**config.mk**
```make
export PLATFORM = sky130hd
export DESIGN_NAME = hippo_mem_reader_flat
export DESIGN_NICKNAME = d
export VERILOG_FILES = /design/src/rtl/hippo_mem_reader_if.sv /design/src/rtl/hippo_mem_reader.sv /design/src/flat_wrapper.sv
export SDC_FILE = /design/constraint.sdc
export NUM_CORES = 1
export LEC_CHECK = 0
export CORE_AREA = 2 2 60 119
export CTS_CLUSTER_DIAMETER = 200
export DETAILED_ROUTE_END_ITERATION = 8
export DIE_AREA = 0 0 62 121
export PLACE_DENSITY = 0.75
export SYNTH_ARGS = -nofsm -noshare
export SYNTH_HDL_FRONTEND = slang
export SYNTH_SLANG_ARGS = --single-unit
```
**constraint.sdc**
```tcl
create_clock -name clk_i -period 9.5 [get_ports clk_i]
set_clock_uncertainty 0.1 [all_clocks]
set_input_delay 1.9 -clock clk_i [delete_from_list [all_inputs] [get_ports clk_i]]
set_output_delay 1.9 -clock clk_i [all_outputs]
set_load 0.05 [all_outputs]
```
**src/rtl/hippo_mem_reader_if.sv**
```systemverilog
// Valid/ready byte stream carrying burst read data from the memory reader
// to its consumer. The reader drives through the master modport.
interface hippo_mem_reader_if #(
   parameter int DATA_W = 8
);
   logic              m_valid_o;
   logic              m_ready_i;
   logic [DATA_W-1:0] m_data_o;
   logic              m_last_o;

   modport master (
      output m_valid_o,
      output m_data_o,
      output m_last_o,
      input  m_ready_i
   );

   modport slave (
      input  m_valid_o,
      input  m_data_o,
      input  m_last_o,
      output m_ready_i
   );
endinterface

```
**src/rtl/hippo_mem_reader.sv**
```systemverilog
// Burst reader: walks a synchronous memory from a base address for a given
// beat count and streams the returned words out over a valid/ready channel.
// The memory returns data the cycle after mem_addr_o updates, so every read
// issued is captured one edge later into a 2-entry FIFO that feeds the stream.
module hippo_mem_reader #(
   parameter int ADDR_W = 10,
   parameter int DATA_W = 8
) (
   input  logic                clk_i,
   input  logic                rst_ni,
   input  logic                start_i,
   input  logic                abort_i,
   input  logic [ADDR_W-1:0]   base_addr_i,
   input  logic [ADDR_W:0]     len_i,
   output logic                busy_o,
   output logic                done_o,
   output logic [ADDR_W-1:0]   mem_addr_o,
   output logic                mem_we_o,
   input  logic [DATA_W-1:0]   mem_data_i,
   hippo_mem_reader_if.master  m
);

   typedef enum logic [1:0] {
      IDLE,
      RUN,
      DRAIN
   } state_t;

   localparam logic [ADDR_W:0] CNT_ONE = (ADDR_W+1)'(1);

   state_t              state;
   state_t              state_next;
   logic [ADDR_W-1:0]   addr_q;
   logic [ADDR_W:0]     issue_left;
   logic [ADDR_W:0]     beats_left;
   logic                in_flight;
   logic [DATA_W-1:0]   fifo_mem [2];
   logic                wr_ptr;
   logic                rd_ptr;
   logic [1:0]          count;
   logic                done_q;

   logic                pop;
   logic                last_pop;
   logic                start_ok;
   logic                start_burst;
   logic                start_empty;
   logic                issue;
   logic [2:0]          occupancy;

   assign busy_o     = (state != IDLE);
   assign done_o     = done_q;
   assign mem_addr_o = addr_q;
   assign mem_we_o   = 1'b0;
   assign m.m_valid_o = (count != 2'd0);
   assign m.m_data_o  = fifo_mem[rd_ptr];
   assign m.m_last_o  = (count != 2'd0) && (beats_left == CNT_ONE);

   // Handshake decode and read-issue credit: a new read may only go out when
   // the FIFO is guaranteed a free slot for it on the following edge.
   always_comb begin
      pop         = (count != 2'd0) && m.m_ready_i;
      last_pop    = pop && (beats_left == CNT_ONE);
      start_ok    = (state == IDLE) && start_i && !abort_i;
      start_burst = start_ok && (len_i != '0);
      start_empty = start_ok && (len_i == '0);
      occupancy   = {1'b0, count} + {2'b00, in_flight} - {2'b00, pop};
      issue       = (state == RUN) && !abort_i && (occupancy < 3'd2);
   end

   // Next-state logic; abort overrides every other transition.
   always_comb begin
      state_next = state;
      case (state)
         IDLE: begin
            if (start_burst) begin
               state_next = (len_i == CNT_ONE) ? DRAIN : RUN;
            end
         end
         RUN: begin
            if (issue && (issue_left == CNT_ONE)) begin
               state_next = DRAIN;
            end
         end
         DRAIN: begin
            if (last_pop) begin
               state_next = IDLE;
            end
         end
         default: state_next = IDLE;
      endcase
      if (abort_i) begin
         state_next = IDLE;
      end
   end

   // State register.
   always_ff @(posedge clk_i or negedge rst_ni) begin
      if (!rst_ni) begin
         state <= IDLE;
      end else begin
         state <= state_next;
      end
   end

   // Address generation, read tracking, FIFO storage and completion pulse.
   always_ff @(posedge clk_i or negedge rst_ni) begin
      if (!rst_ni) begin
         addr_q      <= '0;
         issue_left  <= '0;
         beats_left  <= '0;
         in_flight   <= 1'b0;
         fifo_mem[0] <= '0;
         fifo_mem[1] <= '0;
         wr_ptr      <= 1'b0;
         rd_ptr      <= 1'b0;
         count       <= 2'd0;
         done_q      <= 1'b0;
      end else begin
         done_q <= !abort_i && (start_empty || ((state == DRAIN) && last_pop));
         if (abort_i) begin
            in_flight  <= 1'b0;
            wr_ptr     <= 1'b0;
            rd_ptr     <= 1'b0;
            count      <= 2'd0;
            issue_left <= '0;
            beats_left <= '0;
         end else begin
            if (in_flight) begin
               fifo_mem[wr_ptr] <= mem_data_i;
               wr_ptr           <= ~wr_ptr;
            end
            if (pop) begin
               rd_ptr     <= ~rd_ptr;
               beats_left <= beats_left - CNT_ONE;
            end
            count <= count + {1'b0, in_flight} - {1'b0, pop};
            if (start_burst) begin
               addr_q     <= base_addr_i;
               in_flight  <= 1'b1;
               issue_left <= len_i - CNT_ONE;
               beats_left <= len_i;
            end else if (issue) begin
               addr_q     <= addr_q + ADDR_W'(1);
               in_flight  <= 1'b1;
               issue_left <= issue_left - CNT_ONE;
            end else begin
               in_flight  <= 1'b0;
            end
         end
      end
   end

endmodule

```
**src/flat_wrapper.sv**
```systemverilog
// flat-port wrapper written by rule: the top's interface ports become plain ports
module hippo_mem_reader_flat 
#(
   parameter int ADDR_W = 10,
   parameter int DATA_W = 8
)
  (clk_i, rst_ni, start_i, abort_i, base_addr_i, len_i, busy_o, done_o, mem_addr_o, mem_we_o, mem_data_i, m_m_valid_o, m_m_data_o, m_m_last_o, m_m_ready_i);
  hippo_mem_reader_if #(.DATA_W(DATA_W)) m_i ();
  input  logic clk_i;
  input  logic rst_ni;
  input  logic start_i;
  input  logic abort_i;
  input  logic [ADDR_W-1:0] base_addr_i;
  input  logic [ADDR_W:0] len_i;
  output logic busy_o;
  output logic done_o;
  output logic [ADDR_W-1:0] mem_addr_o;
  output logic mem_we_o;
  input  logic [DATA_W-1:0] mem_data_i;
  output wire logic [$bits(m_i.m_valid_o)-1:0] m_m_valid_o;
  output wire logic [$bits(m_i.m_data_o)-1:0] m_m_data_o;
  output wire logic [$bits(m_i.m_last_o)-1:0] m_m_last_o;
  input wire logic [$bits(m_i.m_ready_i)-1:0] m_m_ready_i;
  assign m_m_valid_o = m_i.m_valid_o;
  assign m_m_data_o = m_i.m_data_o;
  assign m_m_last_o = m_i.m_last_o;
  assign m_i.m_ready_i = m_m_ready_i;
  hippo_mem_reader #(.ADDR_W(ADDR_W), .DATA_W(DATA_W)) u_core (.clk_i(clk_i), .rst_ni(rst_ni), .start_i(start_i), .abort_i(abort_i), .base_addr_i(base_addr_i), .len_i(len_i), .busy_o(busy_o), .done_o(done_o), .mem_addr_o(mem_addr_o), .mem_we_o(mem_we_o), .mem_data_i(mem_data_i), .m(m_i));
endmodule
```
==> metrics list, run 1 <==
- Setup repair after global routing missed its margin: no
* Final antenna diode count: 0
- The H-tree was split into 2 levels.
- Traced cell by cell, the critical path runs through clkdlybuf4s50_1 -> nand2_1 -> inv_2 -> ha_1 -> inv_1 -> ha_1 -> inv_1 -> fa_1 -> and2_0 -> nand3_1 -> or4_4 -> a31o_1.
- I/O Pins: 57
* Core area: 0.00657 mm^2
- Remaining antenna violation count: 0
* Count of buffers added by post-CTS timing repair for setup: 0
- In this run the cell area measured after placement is 0.00384 mm^2.
* Data required time at the worst endpoint: 9.59 ns
- Port Buffers: 55
* Combinational Power Share: 48.7%
- Synth Flop Type: sky130_fd_sc_hd__dfrtp_1
- The path class of the tightest hold or removal check is reg2reg.
* Detailed-route via count: 2647
- Number of antenna violations at the first check in global routing: 0
- Summed over its instances, the top area cell type makes up 43.5% of the synthesized netlist area.
- For this run, the post-layout net count is 423.
- Synth cell count leaders: 56 x sky130_fd_sc_hd__dfrtp_1, 36 x sky130_fd_sc_hd__nand2_1, 26 x sky130_fd_sc_hd__nor2_1, 24 x sky130_fd_sc_hd__mux2_2, 17 x sky130_fd_sc_hd__o21ai_0
* Result of the run: finished, final reports clean
- Sum Neg Setup Slack: 0 ns
- Detailed-route DRC error count: 0
* Clock slew seen by the registers of the worst setup and hold paths: 0.07 ns
- In this run, post-CTS hold repair placed 0 buffers.
* Bufs and invs on worst path: 4
* Clk root buf: sky130_fd_sc_hd__clkbuf_16
* Drt wl/cell: 16.4 um
- Detailed placement HPWL: 5800 um
- The clock period could shrink to 4.91 ns.
- In the global route stage, overall resource usage came out at 22.7%.
- Largest fanout on the critical path: 10
- TritonCTS Buffers: 5
- In the post-route analysis, the smallest setup slack over all paths is 4.59 ns.
* Simple logic cell fraction of the synthesized area: 21.2%
* Number of synthesized flops with an enable pin: 0
- TritonCTS clock tree: yes
* Dominant cell by count in the synthesized netlist: sky130_fd_sc_hd__dfrtp_1
- Setup violations remaining at the end of the flow were counted as 0.
- Sw Pwr: 0.480 mW
- Entering global routing, the biggest net connects 57 pins.
* Share of power burned in registers: 34.6%
* Dominant combinational cell family by area after synthesis: simple AND/OR/NAND/NOR gates
- STA puts the critical path data arrival time at 5.00 ns.
- CP max stage delay: 0.58 ns
- In this run the cell area of the synthesized design comes to 0.00322 mm^2.
- The synthesized netlist contains 58 unique library cells.
- The worst setup path is launched from a primary input.
- Slowest-stage cell, CP: sky130_fd_sc_hd__or4_4
- In this run the deepest clock path goes through 2 buffers.
- The synthesized netlist devotes 4.12% of its cell area to adder and majority cells.
* Synthesized flop and latch total: 56
- Part of the Yosys area used for sequential elements: 43.5%
* Final worst-path cycle share: 51.7%
- Share of flip-flops with an asynchronous set or reset: 100%
* Pint: 0.644 mW
* Leakage component of the power: 1.60 nW
- STA classifies the critical path endpoint as a register.
* Highest routed layer: met4
- Synthesis produced 327 cells.
* Hold Violations, Final: 0
- Summing all non-filler instances in the final layout gives an area of 0.00399 mm^2.
- Pre-CTS setup slack: 4.30 ns
- The synthesized netlist devotes 11.1% of its cell area to compound gates.
- The initial utilization of the core area, before any placement, comes to 49.0%.
* Number of gates given a new drive strength after cts: 0
- Synth-to-layout area growth: 23.8%
- Clock network fraction of design power: 16.7%
- The synthesized design spends more area on one cell type than any other, namely sky130_fd_sc_hd__dfrtp_1.
- A synthesized cell averages 9.85 um^2.
- Of the total power, the share spent switching nets is 42.7%.
- Y dimension of the die: 121 um
- Final hold analysis gives a worst-case slack of 0.406 ns.
- The post-route netlist has 12.1% of its cells at a drive strength greater than 1.
- After detailed routing, the number of vias per cell comes to 5.66.
- Number of iterations in the first detailed-routing pass: 4
- Summed over all layers, the global routing overflow is 0.
* Final weighted congestion of routability-driven global placement: 0.873
- Overall power consumption after layout is estimated at 1.12 mW.
- Area enclosed by the die boundary: 0.00750 mm^2
* Achievable Freq: 204 MHz
- For this design the ratio of total power to cell area is 282 mW/mm^2.
- First-pass GRT wire length: 12600 um
- Number of rows created at floorplan: 42
* Warnings from Yosys: 0
- The final count of pins violating max slew was 0.
- Normalized max-slew margin: 24.6%
- Largest cells by area after synthesis: sky130_fd_sc_hd__dfrtp_1 43%, sky130_fd_sc_hd__mux2_2 8.4%, sky130_fd_sc_hd__xnor2_1 4.3%
- Fraction of synthesized cell area in xor and xnor cells: 7.88%
* Aggregate routed wire length: 7680 um
* Mapped Nets: 371
- Worst setup path class: in2reg
* Max_cap viols: 0
* Proportion of synthesized area in mux cells: 9.01%
* Met3 Wirelength: 288 um
- Filler instances: 576
- The number of global-route vias before repair came to 2755.
- The worst-case IR drop observed on VDD is 0.142 mV.
- Measured along the x axis, the die boundary spans 62 um.
* CTS Sinks: 56
* Cell family with the largest share of critical-path delay: simple AND/OR/NAND/NOR gates
* Slew of the pin with the lowest slew margin: 1.12 ns
- DR WL met2: 4240 um
* Starting DRT DRC Count: 99
* Clock insertion delay at the later pin of the skew report: 0.30 ns
- After detailed routing, the wire length on met1 is 2830 um.
-- layout make-up --
| class | count | area [um^2] | area share [%] |
|---|---|---|---|
| clock inverters | 3 | 23.8 | 0.596 |
| clock buffers | 5 | 125 | 3.14 |
| inverters | 13 | 48.8 | 1.22 |
| flip-flops and latches | 56 | 1400 | 35.1 |
| repair buffers | 57 | 561 | 14.0 |
| well taps | 88 | 110 | 2.76 |
| multi-input cells | 246 | 1720 | 43.1 |
-- power groups by stage --
| stage | combinational (mW) | sequential [mW] | clock, mW |
|---|---|---|---|
| after global placement | 0.541 | 0.388 | 0 |
| final | 0.547 | 0.389 | 0.187 |
| after CTS | 0.551 | 0.390 | 0.192 |
| after detailed placement | 0.549 | 0.394 | 0 |
| after floorplan | 0.358 | 0.415 | 0 |
| after global routing | 0.593 | 0.401 | 0.202 |
-- worst paths after layout --
path / startpoint / endpoint / slack (ns) / cells past startpoint
setup / recovery: m_m_ready_i / u_core.issue_left[9]$_DFFE_PN0P_ / 4.59 / 12
hold / removal: u_core.fifo_mem[14]$_DFFE_PN0P_ / u_core.fifo_mem[14]$_DFFE_PN0P_ / 0.41 / 1
setup reg to reg: u_core.count[1]$_DFF_PN0_ / u_core.issue_left[9]$_DFFE_PN0P_ / 5.86 / 12
hold reg to reg: u_core.fifo_mem[14]$_DFFE_PN0P_ / u_core.fifo_mem[14]$_DFFE_PN0P_ / 0.41 / 1
max in group asynchronous: rst_ni / u_core.issue_left[4]$_DFFE_PN0P_ / 7.19 / 2
min in group asynchronous: rst_ni / u_core.fifo_mem[14]$_DFFE_PN0P_ / 1.63 / 2
-- metrics by stage --
step,util [%],cells
after global placement,58.5,460
after floorplan,-,327
after detailed placement,58.5,460
after CTS,60.7,468
after global routing,60.7,468
final,60.7,468
-- state kept, by name, summed over array words and instances, names as in the netlist --
register and count:
u_core.in_flight 1, u_core.issue_left 11, u_core.state 2, u_core.wr_ptr 1, u_core.mem_addr_o 10, u_core.count 2, u_core.done_o 1, u_core.fifo_mem 16
u_core.rd_ptr 1, u_core.beats_left 11
-- cells by family (layout without fill, tap and decap cells) --
logic type | Yosys count | after routing
DFF | 56 | 56
xor gates and xnor gates | 29 | 29
muxes | 26 | 26
AOI/OAI and AO/OA | 51 | 51
and+or+nand+nor | 129 | 129
other | 1 | 1
adders and majority gates | 10 | 10
buffers and inverters | 25 | 78
-- placed cells by master (no fill, tap or decap), drive strengths merged, types with 3 or more instances in the layout --
cell,instances
a211oi,7
and2,3
and3,4
buf,3
clkbuf,5
clkdlybuf4s50,54
dfrtp,56
ha,9
inv,13
mux2,24
nand2,37
nand3,11
nand3b,5
nand4,6
nand4b,3
nor2,26
nor3,11
nor4,7
o211ai,3
o21ai,17
o22ai,3
or2,3
or4,3
xnor2,16
xor2,13
-- worst register-to-register path: cells and delay by family, from the launching register on --
kind / cells / cell delay, ns
buffers and inverters: 3 / 0.22
adders and majority gates: 3 / 0.92
AOI/OAI and AO/OA: 1 / 0.23
DFF: 1 / 0.43
and+or+nand+nor: 5 / 1.64
-- layer usage --
| metal | GRT usage (%) | up-vias |
|---|---|---|
| met1 | 24.8 | 1290 |
| met3 | 3.52 | 22 |
| met4 | 12.6 | 0 |
| met5 | 0 | - |
| li1 | - | 1267 |
| met2 | 39.1 | 68 |
No activity file was read; power rests on OpenSTA's default activity.
==> run 2: changes to the inputs <==
--- a/config.mk
+++ b/config.mk
@@ -5,10 +5,10 @@
 export SDC_FILE = /design/constraint.sdc
 export NUM_CORES = 1
 export LEC_CHECK = 0
-export CORE_AREA = 2 2 60 119
+export CORE_AREA = 2 2 61 121
 export CTS_CLUSTER_DIAMETER = 200
 export DETAILED_ROUTE_END_ITERATION = 8
-export DIE_AREA = 0 0 62 121
+export DIE_AREA = 0 0 63 123
 export PLACE_DENSITY = 0.75
 export SYNTH_ARGS = -nofsm -noshare
 export SYNTH_HDL_FRONTEND = slang
==> constraint.sdc (replaced) <==
create_clock -name clk_i -period 4.4 [get_ports clk_i]
set_clock_uncertainty 0.1 [all_clocks]
set_input_delay 0.88 -clock clk_i [delete_from_list [all_inputs] [get_ports clk_i]]
set_output_delay 0.88 -clock clk_i [all_outputs]
set_load 0.05 [all_outputs]
==> run 2 against run 1 <==
Sequential share of layout area is 0.32 points lower. Total power is 120% higher. Non-clock buffer count is 4 higher. Core utilization is 1.8 points lower. Highest routed layer unchanged.
==> metrics list, run 2 (synthesis gave the netlist of run 1 again) <==
- Data on the critical path is required at its endpoint by 4.46 ns.
- Count of buffers added by post-CTS timing repair for setup: 0
- The library cell used most frequently in the layout, excluding fill and tap cells, is sky130_fd_sc_hd__dfrtp_1.
- The final count of pins violating max slew is 0.
- Number of gates given a new drive strength after cts: 0
- Final antenna diode count: 0
- Max_cap viols: 0
* TritonCTS clock tree: yes
* Sum Neg Setup Slack: 0 ns
* First-pass GRT wire length: 12700 um
- The number of antenna violations at the first check in global routing is 0.
- H-tree depth: 2
- The number of global-route vias before repair came to 2764.
- The first detailed-routing pass took 4 iterations.
- The worst setup path is launched from a primary input.
* Highest-count cells in the layout ignoring fill and taps: 56 x sky130_fd_sc_hd__dfrtp_1, 54 x sky130_fd_sc_hd__clkdlybuf4s50_1, 36 x sky130_fd_sc_hd__nand2_1
- Entering global routing, the biggest net connects 51 pins.
- The count of cells in the finished layout, fillers not included, comes to 474.
- Timing analysis after detailed placement gives a worst setup slack of 0.370 ns.
- Grouping stages by cell kind, the critical path spends the most delay in adder cells.
- Y dimension of the die: 123 um
* Remaining antenna violation count: 0
- Power per unit of standard cell area: 606 mW/mm^2
* Slowest-stage cell, CP: sky130_fd_sc_hd__fa_1
* Final weighted congestion of routability-driven global placement: 0.874
* Largest fanout on the critical path: 10
- Normalized max-slew margin: 56.4%
- The routed design has 7600 um of wire.
- After global routing the overflow that remains totals 0.
- Final worst-path cycle share: 85.5%
- After clock tree synthesis, the clock-pin slew on the worst setup and hold paths is 0.07 ns.
* Drt wl/cell: 16.0 um
- Setup Viol. Count Final: 0
- Worst vdd rail ir drop: 0.342 mV
- Detailed placement HPWL: 5670 um
- Result of the run: finished, final reports clean
- TritonCTS Buffers: 5
- CTS saw 56 sinks.
* Synth-to-layout area growth: 25.0%
- Core area: 0.00683 mm^2
* Critical path capture point type: register
- The initial utilization of the core area, before any placement, comes to 47.2%.
- Using the TritonRoute via totals, the vias-per-cell ratio works out to 5.66.
- Worst Path Arrival: 3.82 ns
- Fraction of the core area covered by cells at the end of the flow: 58.9%
- Hold repair after CTS inserted 0 buffers.
* Series of cell instances along the critical path: clkdlybuf4s50_1 -> nand2_1 -> inv_2 -> ha_1 -> inv_1 -> ha_1 -> inv_1 -> fa_1 -> and2_0 -> and3_1 -> nand3_1 -> o311ai_0 -> o211ai_1
- Clock buffer depth: 2
* Number of nets at the end of the flow: 427
- Achievable Freq: 266 MHz
* Bufs and invs on worst path: 4
* Port Buffers: 55
- The hold violation total from the final report was 0.
* Detailed-route DRC error count: 0
- Registers with the most flip-flops: u_core.fifo_mem: 16 flops, u_core.beats_left: 11 flops, u_core.issue_left: 11 flops
* Setup repair after global routing missed its margin: no
- Final Hold Slack: 0.296 ns
- In the global route stage, overall resource usage came out at 20.5%.
- The detailed router placed 2683 vias in this run.
- Hold WC Path Type: in2async
- CTS placed an instance of sky130_fd_sc_hd__clkbuf_16 at the clock tree root.
- Final critical-path setup slack: 0.640 ns
- Worst setup path class: in2reg
- Slew of the pin with the lowest slew margin: 0.654 ns
* Number of rows created at floorplan: 43
- In this design, the stage delay of the slowest critical-path cell is 0.49 ns.
* Leakage component of the power: 1.63 nW
* Die X: 63 um
- Of the cells placed in the final design, the portion with a size suffix greater than 1 is 13.0%.
- Largest reg by FF count: u_core.fifo_mem
* Clock insertion delay at the later pin of the skew report: 0.30 ns
- Final Critical Period: 3.76 ns
- For this design the top-level I/O count stands at 57.
- The register with the most flip-flops in the layout has 16 of them.
* Placed Instances: 466
- The floorplan step defined a die boundary enclosing 0.00775 mm^2.
- After the first detailed-routing iteration, the DRC count stood at 134.
-- run 2: changes by cell type in the layout (fill, tap and decap cells not counted) --
cell	before	now
sky130_fd_sc_hd__clkinvlp_4	2	1
sky130_fd_sc_hd__inv_8	0	1
sky130_fd_sc_hd__buf_4	2	6
-- run 2: layer usage --
metal  global-route usage, %  part of all wire, %
met5                       0                    0
met4                    9.03                  2.1
met3                    3.18                  4.2
met2                    36.4                   53
met1                    24.4                   41
-- run 2: report_power, final --
part / total [mW] / switching (mW) / leakage, nW / internal (mW)
registers: 0.839 / 0.154 / 0.719 / 0.685
logic: 1.20 / 0.694 / 0.837 / 0.501
clock network: 0.407 / 0.191 / 0.0719 / 0.216
-- run 2: area by class of cell --
class | instances | area [um^2]
clock buffer | 5 | 125
sequential | 56 | 1400
clock inverter | 3 | 27.5
fill | 608 | 2810
tap | 90 | 113
inverter | 13 | 48.8
multi-input combinational | 246 | 1720
timing repair buffer | 61 | 591
-- run 2: stage by stage --
stage	total power, mW	area, um^2
floorplan	1.67	3220
global placement	1.99	3870
detailed placement	2.04	3870
CTS	2.46	4030
global route	2.59	4030
finish	2.44	4030
-- run 2: worst paths after layout --
check	depth (start not counted)	start	endpoint	slack (ns)
hold / removal	1	rst_ni	u_core.beats_left[5]$_DFFE_PN0P_	0.30
setup / recovery	13	m_m_ready_i	u_core.issue_left[6]$_DFFE_PN0P_	0.64
max in group asynchronous	2	rst_ni	u_core.mem_addr_o[3]$_DFFE_PN0P_	3.05
min in group clk_i	1	u_core.fifo_mem[11]$_DFFE_PN0P_	u_core.fifo_mem[11]$_DFFE_PN0P_	0.41
hold reg to reg	1	u_core.fifo_mem[11]$_DFFE_PN0P_	u_core.fifo_mem[11]$_DFFE_PN0P_	0.41
setup reg to reg	13	u_core.count[1]$_DFF_PN0_	u_core.issue_left[6]$_DFFE_PN0P_	0.93
